[src/rtl/counter_seq_pkg.sv]
// Shared types for the counter command sequencer: command opcodes and FSM states.
package counter_seq_pkg;

    typedef enum logic [1:0] {OP_LOAD, OP_UP, OP_DOWN, OP_HOLD} cmd_op_e;
    typedef enum logic [1:0] {S_IDLE, S_LOAD, S_RUN, S_HOLD} seq_state_e;

endpackage

[src/rtl/counter_cmd_sequencer.sv]
// Command sequencer ahead of an 8-bit up/down counter: turns LOAD/UP/DOWN/HOLD
// commands into registered ld_en/en/updwn/datain strobes and reports completion.
module counter_cmd_sequencer
    import counter_seq_pkg::*;
#(
    parameter int WIDTH = 8,
    parameter int LEN_W = 8
) (
    input  logic             clk,
    input  logic             rst,
    input  logic             cmd_valid,
    output logic             cmd_ready,
    input  logic [1:0]       cmd_op,
    input  logic [WIDTH-1:0] cmd_arg,
    input  logic [LEN_W-1:0] cmd_len,
    input  logic             abort,
    output logic             ld_en,
    output logic             updwn,
    output logic             en,
    output logic [WIDTH-1:0] datain,
    output logic             busy,
    output logic             done,
    output logic             aborted
);

    seq_state_e       state_reg, state_next;
    logic [LEN_W-1:0] rem_reg, rem_next;
    logic             ld_en_reg, ld_en_next;
    logic             en_reg, en_next;
    logic             updwn_reg, updwn_next;
    logic [WIDTH-1:0] datain_reg, datain_next;
    logic             done_reg, done_next;
    logic             aborted_reg, aborted_next;
    cmd_op_e          op;

    assign op = cmd_op_e'(cmd_op);

    always_comb begin
        state_next   = state_reg;
        rem_next     = rem_reg;
        ld_en_next   = 1'b0;
        en_next      = 1'b0;
        updwn_next   = updwn_reg;
        datain_next  = datain_reg;
        done_next    = 1'b0;
        aborted_next = 1'b0;
        case (state_reg)
            S_IDLE: begin
                if (cmd_valid) begin
                    rem_next = cmd_len;
                    case (op)
                        OP_LOAD: begin
                            state_next  = S_LOAD;
                            ld_en_next  = 1'b1;
                            datain_next = cmd_arg;
                        end
                        OP_UP, OP_DOWN: begin
                            state_next = S_RUN;
                            updwn_next = (op == OP_UP);
                            en_next    = (cmd_len != '0);
                            done_next  = (cmd_len == '0);
                        end
                        default: begin
                            state_next = S_HOLD;
                            done_next  = (cmd_len == '0);
                        end
                    endcase
                end
            end
            S_LOAD: begin
                state_next   = S_IDLE;
                aborted_next = abort;
                done_next    = ~abort;
            end
            default: begin
                // rem==0 only for a zero-length command already signalling done,
                // so abort can no longer affect it.
                if (rem_reg == '0) begin
                    state_next = S_IDLE;
                end else if (abort) begin
                    state_next   = S_IDLE;
                    aborted_next = 1'b1;
                end else if (rem_reg == LEN_W'(1)) begin
                    state_next = S_IDLE;
                    done_next  = 1'b1;
                end else begin
                    rem_next = rem_reg - LEN_W'(1);
                    en_next  = (state_reg == S_RUN);
                end
            end
        endcase
    end

    always_ff @(posedge clk or posedge rst) begin
        if (rst) begin
            state_reg   <= S_IDLE;
            rem_reg     <= '0;
            ld_en_reg   <= 1'b0;
            en_reg      <= 1'b0;
            updwn_reg   <= 1'b0;
            datain_reg  <= '0;
            done_reg    <= 1'b0;
            aborted_reg <= 1'b0;
        end else begin
            state_reg   <= state_next;
            rem_reg     <= rem_next;
            ld_en_reg   <= ld_en_next;
            en_reg      <= en_next;
            updwn_reg   <= updwn_next;
            datain_reg  <= datain_next;
            done_reg    <= done_next;
            aborted_reg <= aborted_next;
        end
    end

    assign cmd_ready = (state_reg == S_IDLE);
    assign busy      = (state_reg != S_IDLE);
    assign ld_en     = ld_en_reg;
    assign en        = en_reg;
    assign updwn     = updwn_reg;
    assign datain    = datain_reg;
    assign done      = done_reg;
    assign aborted   = aborted_reg;

endmodule

[config.mk]
export PLATFORM = sky130hd
export DESIGN_NAME = counter_cmd_sequencer
export DESIGN_NICKNAME = d
export VERILOG_FILES = /design/src/rtl/counter_seq_pkg.sv /design/src/rtl/counter_cmd_sequencer.sv
export SDC_FILE = /design/constraint.sdc
export NUM_CORES = 1
export LEC_CHECK = 0
export CORE_ASPECT_RATIO = 1.25
export CORE_MARGIN = 5
export CORE_UTILIZATION = 52
export CTS_BUF_LIST = sky130_fd_sc_hd__clkbuf_4
export DETAILED_ROUTE_END_ITERATION = 10
export GPL_TIMING_DRIVEN = 1
export MAX_ROUTING_LAYER = met4
export PLACE_DENSITY = 0.87
export SLEW_MARGIN = 25
export SYNTH_ARGS = -nofsm -noshare
export SYNTH_HDL_FRONTEND = slang
export SYNTH_SLANG_ARGS = --single-unit
[constraint.sdc]
create_clock -name clk -period 6.6 [get_ports clk]
set_clock_uncertainty 0.2 [all_clocks]
set_input_delay 0.99 -clock clk [delete_from_list [all_inputs] [get_ports clk]]
set_output_delay 0.99 -clock clk [all_outputs]
set_load 0.01 [all_outputs]
* Word-level counts from Yosys, hierarchy flattened *
Index checks and enable logic that the tools add are counted.

word-level totals
  word-level logic and storage cells = 61
  bits in registers = 23

operators by class
  add/sub/neg operators = 1
  multiplexer cells = 29
  equal/unequal tests = 9
  reduce and logical (&&, ||, !) cells = 12
  bitwise logic cells = 2

operator list
  cell                   count
  $mux W8                4
  $logic_not A8 Y1       2
  $pmux W8 S2            1
  $mux W1                15
  $eq A8 B1 Y1 const B   1
  $mux W2                4
  $ne A2 B2 Y1 const B   4
  $pmux W2 S2            2
  $reduce_bool A8 Y1     1
  $sub A8 B1 Y8 const B  1
  $pmux W1 S2            3
  $reduce_and A3 Y1      2
  $reduce_and A5 Y1      1
  $reduce_bool A5 Y1     1
  $eq A2 B1 Y1 const B   2
  $eq A2 B2 Y1 const B   2
  $logic_not A2 Y1       2
  $not A1 Y1             2
  $reduce_and A2 Y1      1
  $reduce_bool A2 Y1     1
  $reduce_or A2 Y1       1

* Depth between registers and ports, before layout *
  depth in word-level cells = 5
  mapped depth = 8
  gate-level depth less buffers = 6

* Worst setup path before layout *
OpenSTA, ideal clock, no wires.

  kind = in2reg
  start point = input cmd_op[0]
  end point = register state_reg[0]
  arrival time = 1.977 ns
  stages on the path = 4
  library setup time = 0.083 ns
  buffers on the path = 0
  setup slack = 4.340 ns
  path through = inv_1 > ha_1 > or4b_2 > o21ai_0

between the ends
  longest elaborated chain between the ends = 5
  elaborated cells between the ends (all ways) = 7
  classes of those cells = eq/ne: 2; mux: 3; reduce/logical: 2

ends and longest elaborated chain
  item                                                 RTL line                      source
  start, declared                                      counter_cmd_sequencer.sv:13   input logic [1:0] cmd_op,
  $eq A2 B1 Y1 / $eq A2 B2 Y1 (equally long branches)  counter_cmd_sequencer.sv:51   case (op)
  $reduce_or A2 Y1                                     counter_cmd_sequencer.sv:51
  $pmux W2 S2 (*)                                      counter_cmd_sequencer.sv:51
  $mux W2 (*)                                          counter_cmd_sequencer.sv:49   if (cmd_valid) begin
  $pmux W2 S2 (*)                                      counter_cmd_sequencer.sv:47   case (state_reg)
  end signal, assigned                                 counter_cmd_sequencer.sv:105  state_reg <= state_next;
  end, declared                                        counter_cmd_sequencer.sv:26   seq_state_e state_reg, state_next;

Mark *: on every way between the ends. The rest lies on a longest branch, timed or not. The select of a mux whose other input is x is not followed.
A chain may end at the register's enable or synchronous reset.

* Worst setup path in the final report *
  start point = register state_reg[1]
  end point = output cmd_ready

between the ends
  longest elaborated chain between the ends = 1

ends and longest elaborated chain
  item              RTL line                      source
  $logic_not A2 Y1  counter_cmd_sequencer.sv:116  assign cmd_ready = (state_reg == S_IDLE);
  end, declared     counter_cmd_sequencer.sv:12   output logic cmd_ready,

Every way passes these cells.

==> impl_results.md <==
- Die Y: around 64 um
- Critical path arrival: around 2.0 ns
- Hold path start: state_reg[0]
- Post-CTS Hold Fix Bufs: 0
- # setup viols final: 0
- Yosys reg bits: 23
- Register share of total power: between 40% and 50%
- Clock latency on the worst-skew pair: around 0.30 ns
- # fillers: slightly below 200
- Status: completed
- Setup crit start kind: flip-flop
- WL/cell: roughly 16 um
- TNS Setup: 0 ns
- Met3 WL: ~260 um
- Final hold vios: 0
- RSZ-0062 raised after global routing: false
- Layout Nets: between 150 and 200
- Placement Rows: 19
- DRC viols: 0
- ANT nets after route: 0
- Psw: slightly below 0.2 mW
- Layout area overhead: 31.2%
- Total GRT Usage: between 10% and 20%
- Crit path time final: approximately 3.2 ns
- Leading cell types in the layout, fill and taps excluded: clkdlybuf4s50_1 (36), dfrtp_1 (23), mux2_2 (9), nor2_1 (9), a21oi_1 (8)
- Core Util, Final: between 70% and 80%
- Slew Viols, Final: 0
- Yosys cell types: 36
- Synthesized area per cell: about 10 sq um
- Die area: ~0.0035 sq mm
- Sw Ratio: 36.6%
- I/O pin count: 37
- Maximum VDD drop: approximately 0.22 mV
- Wire length on met2: 1.44 mm
- Die width: between 50 and 60 um
- Inserted Diodes: 0
- Port-buffer cells: 36
- Hold EP: en
- Overflow after GRT: 0
- Root Buffer: clkbuf_4
- DR vias: around 1100
- Core area: roughly 0.0022 sq mm
- Reg2reg end: rem_reg[2]
- Max transition margin: between 40% and 50%
- Number of global-route vias before repair: about 1100
- WP data required: 5.41 ns
- Cells on worst reg2reg path: 4
- Clock transition at path regs: ~0.12 ns
- CP Max Fanout: 16
- Seq/Total Area, Yosys: 46.6%
- Period utilization: ~49%
- First-pass GRT wire length: about 4.7 mm
- TritonCTS clock tree: yes
- First-pass DRT Iterations: 4
- R2R setup slack: 4.02 ns
- RePlAce Congestion: 0.927
- Kind of critical path: reg2out
- Synthesized instance count: 118
- Initial Utilization: a little under three fifths
- Internal Power: 0.339 mW
- CTS Sinks: 23
- Comb power frac: about 43%
- Hold Path Cell Cnt: 1
- DP HPWL: between 2 and 2.5 mm
- Peak Freq: slightly above 300 MHz
- Post-Route WL: 2.87 mm
- Largest net degree at the start of global routing: 24
- Synth Cell Area: roughly 0.0012 sq mm
- Slew @ Worst Pin: ~0.85 ns
- Initial DRC count: 42
- Ys Warns: 0
- Vias per inst: just under 6
- Max layer used: met4
- Postcts setup bufs: 0
- Leakage: approximately 0.67 nW
- CTS buffer count: 3
- Clock Path Buffers: 2
- CP Capture Type: output port
- Min-delay worst type: reg2reg
- FF-to-FF Start: rem_reg[4]
- Clk pwr share: 12.6%
- H-tree Lvls: 1
- Number of max-cap violations: 0
- Antenna violations before repair: 0
- Wire length on met1: 1.14 mm
- Net Count, Synth: roughly 150
- Post-CTS resize count: 0
- Commonest non-fill, non-tap cell in the layout: clkdlybuf4s50_1
- Pwr/cell area: 330 mW/mm^2
- Layout cells sized above 1: about 14%
-- cell families after synthesis --
| family | synth area share [%] |
|---|---|
| flops | 46.6 |
| buf+inv | 5.67 |
| fa+ha+maj | 5.07 |
| simple gates | 17.1 |
| compound gates | 17.3 |
| mux | 8.21 |
-- Yosys cell counts, drive strengths merged --
cell type,n,area share (%)
nor2,9,2.7
nor3,5,2.4
nand4b,2,1.4
o22ai,1,0.51
o2bb2a,1,0.91
mux2,9,8.2
inv,7,2.1
or2,1,0.51
clkbuf,2,0.61
a22oi,1,0.61
ha,5,5.1
or3,1,0.61
o21ai,5,2.0
or4,1,0.91
dfrtp,23,47
o32a,1,0.81
and3,2,1.0
and2,1,0.51
a21oi,8,3.2
nand2,6,1.8
a31oi,5,2.5
o22a,4,2.8
or4b,1,0.81
nor2b,1,0.51
a211oi,1,1.0
o211ai,1,0.61
o41ai,1,2.2
or3b,1,0.71
buf,5,2.9
nand3,4,1.6
nor4,3,1.5
-- worst max-delay path by stage --
stage,from,to,slack [ns],cells after the start
6_report,state_reg[1],cmd_ready,3.37,3
5_1_grt,state_reg[1],cmd_ready,3.25,3
2_1_floorplan,cmd_op[0],state_reg[0],4.34,4
3_3_place_gp,cmd_op[0],state_reg[0],3.80,5
4_1_cts,state_reg[1],cmd_ready,3.39,3
3_5_place_dp,state_reg[1],cmd_ready,3.76,3
-- metal layers --
metal  vias to the layer above  track usage [%]
li1                        499                -
met1                       518             21.3
met2                        63             31.7
met3                         6             3.90
met4                         0             5.11
met5                         -                -
-- worst max-delay path, stage by stage (launching register included) --
cell and delay (ns):
dfrtp_1 0.46, or2_1 0.44, inv_2 0.27, clkdlybuf4s50_1 0.57
-- area by class of cell --
class	count	area, sq um	share of cell area, %
Clock buffer	4	30.0	1.85
Inverter	7	26.3	1.62
Multi-Input combinational cell	81	589	36.4
Sequential cell	23	576	35.5
Tap cell	31	38.8	2.39
Timing Repair Buffer	36	360	22.2
-- power by group through the flow --
stage / Clock (mW) / Sequential [mW] / Combinational (mW)
global placement: 0 / 0.237 / 0.221
global route: 0.0761 / 0.247 / 0.250
CTS: 0.0685 / 0.237 / 0.230
floorplan: 0 / 0.243 / 0.129
finish: 0.0672 / 0.239 / 0.229
detailed placement: 0 / 0.240 / 0.228
-- per-stage QoR --
step                      cells  hold slack, ns  instance area [sq um]  total power [mW]  worst slack [ns]
after global routing        182           0.327                   1620             0.572              3.25
final                       182           0.304                   1620             0.535              3.37
after detailed placement    178           0.282                   1590             0.468              3.76
after global placement      178           0.270                   1590             0.458              3.80
after CTS                   182           0.293                   1620             0.536              3.39
after floorplan             118           0.247                   1230             0.372              4.34
(Power assumes the default switching activity.)
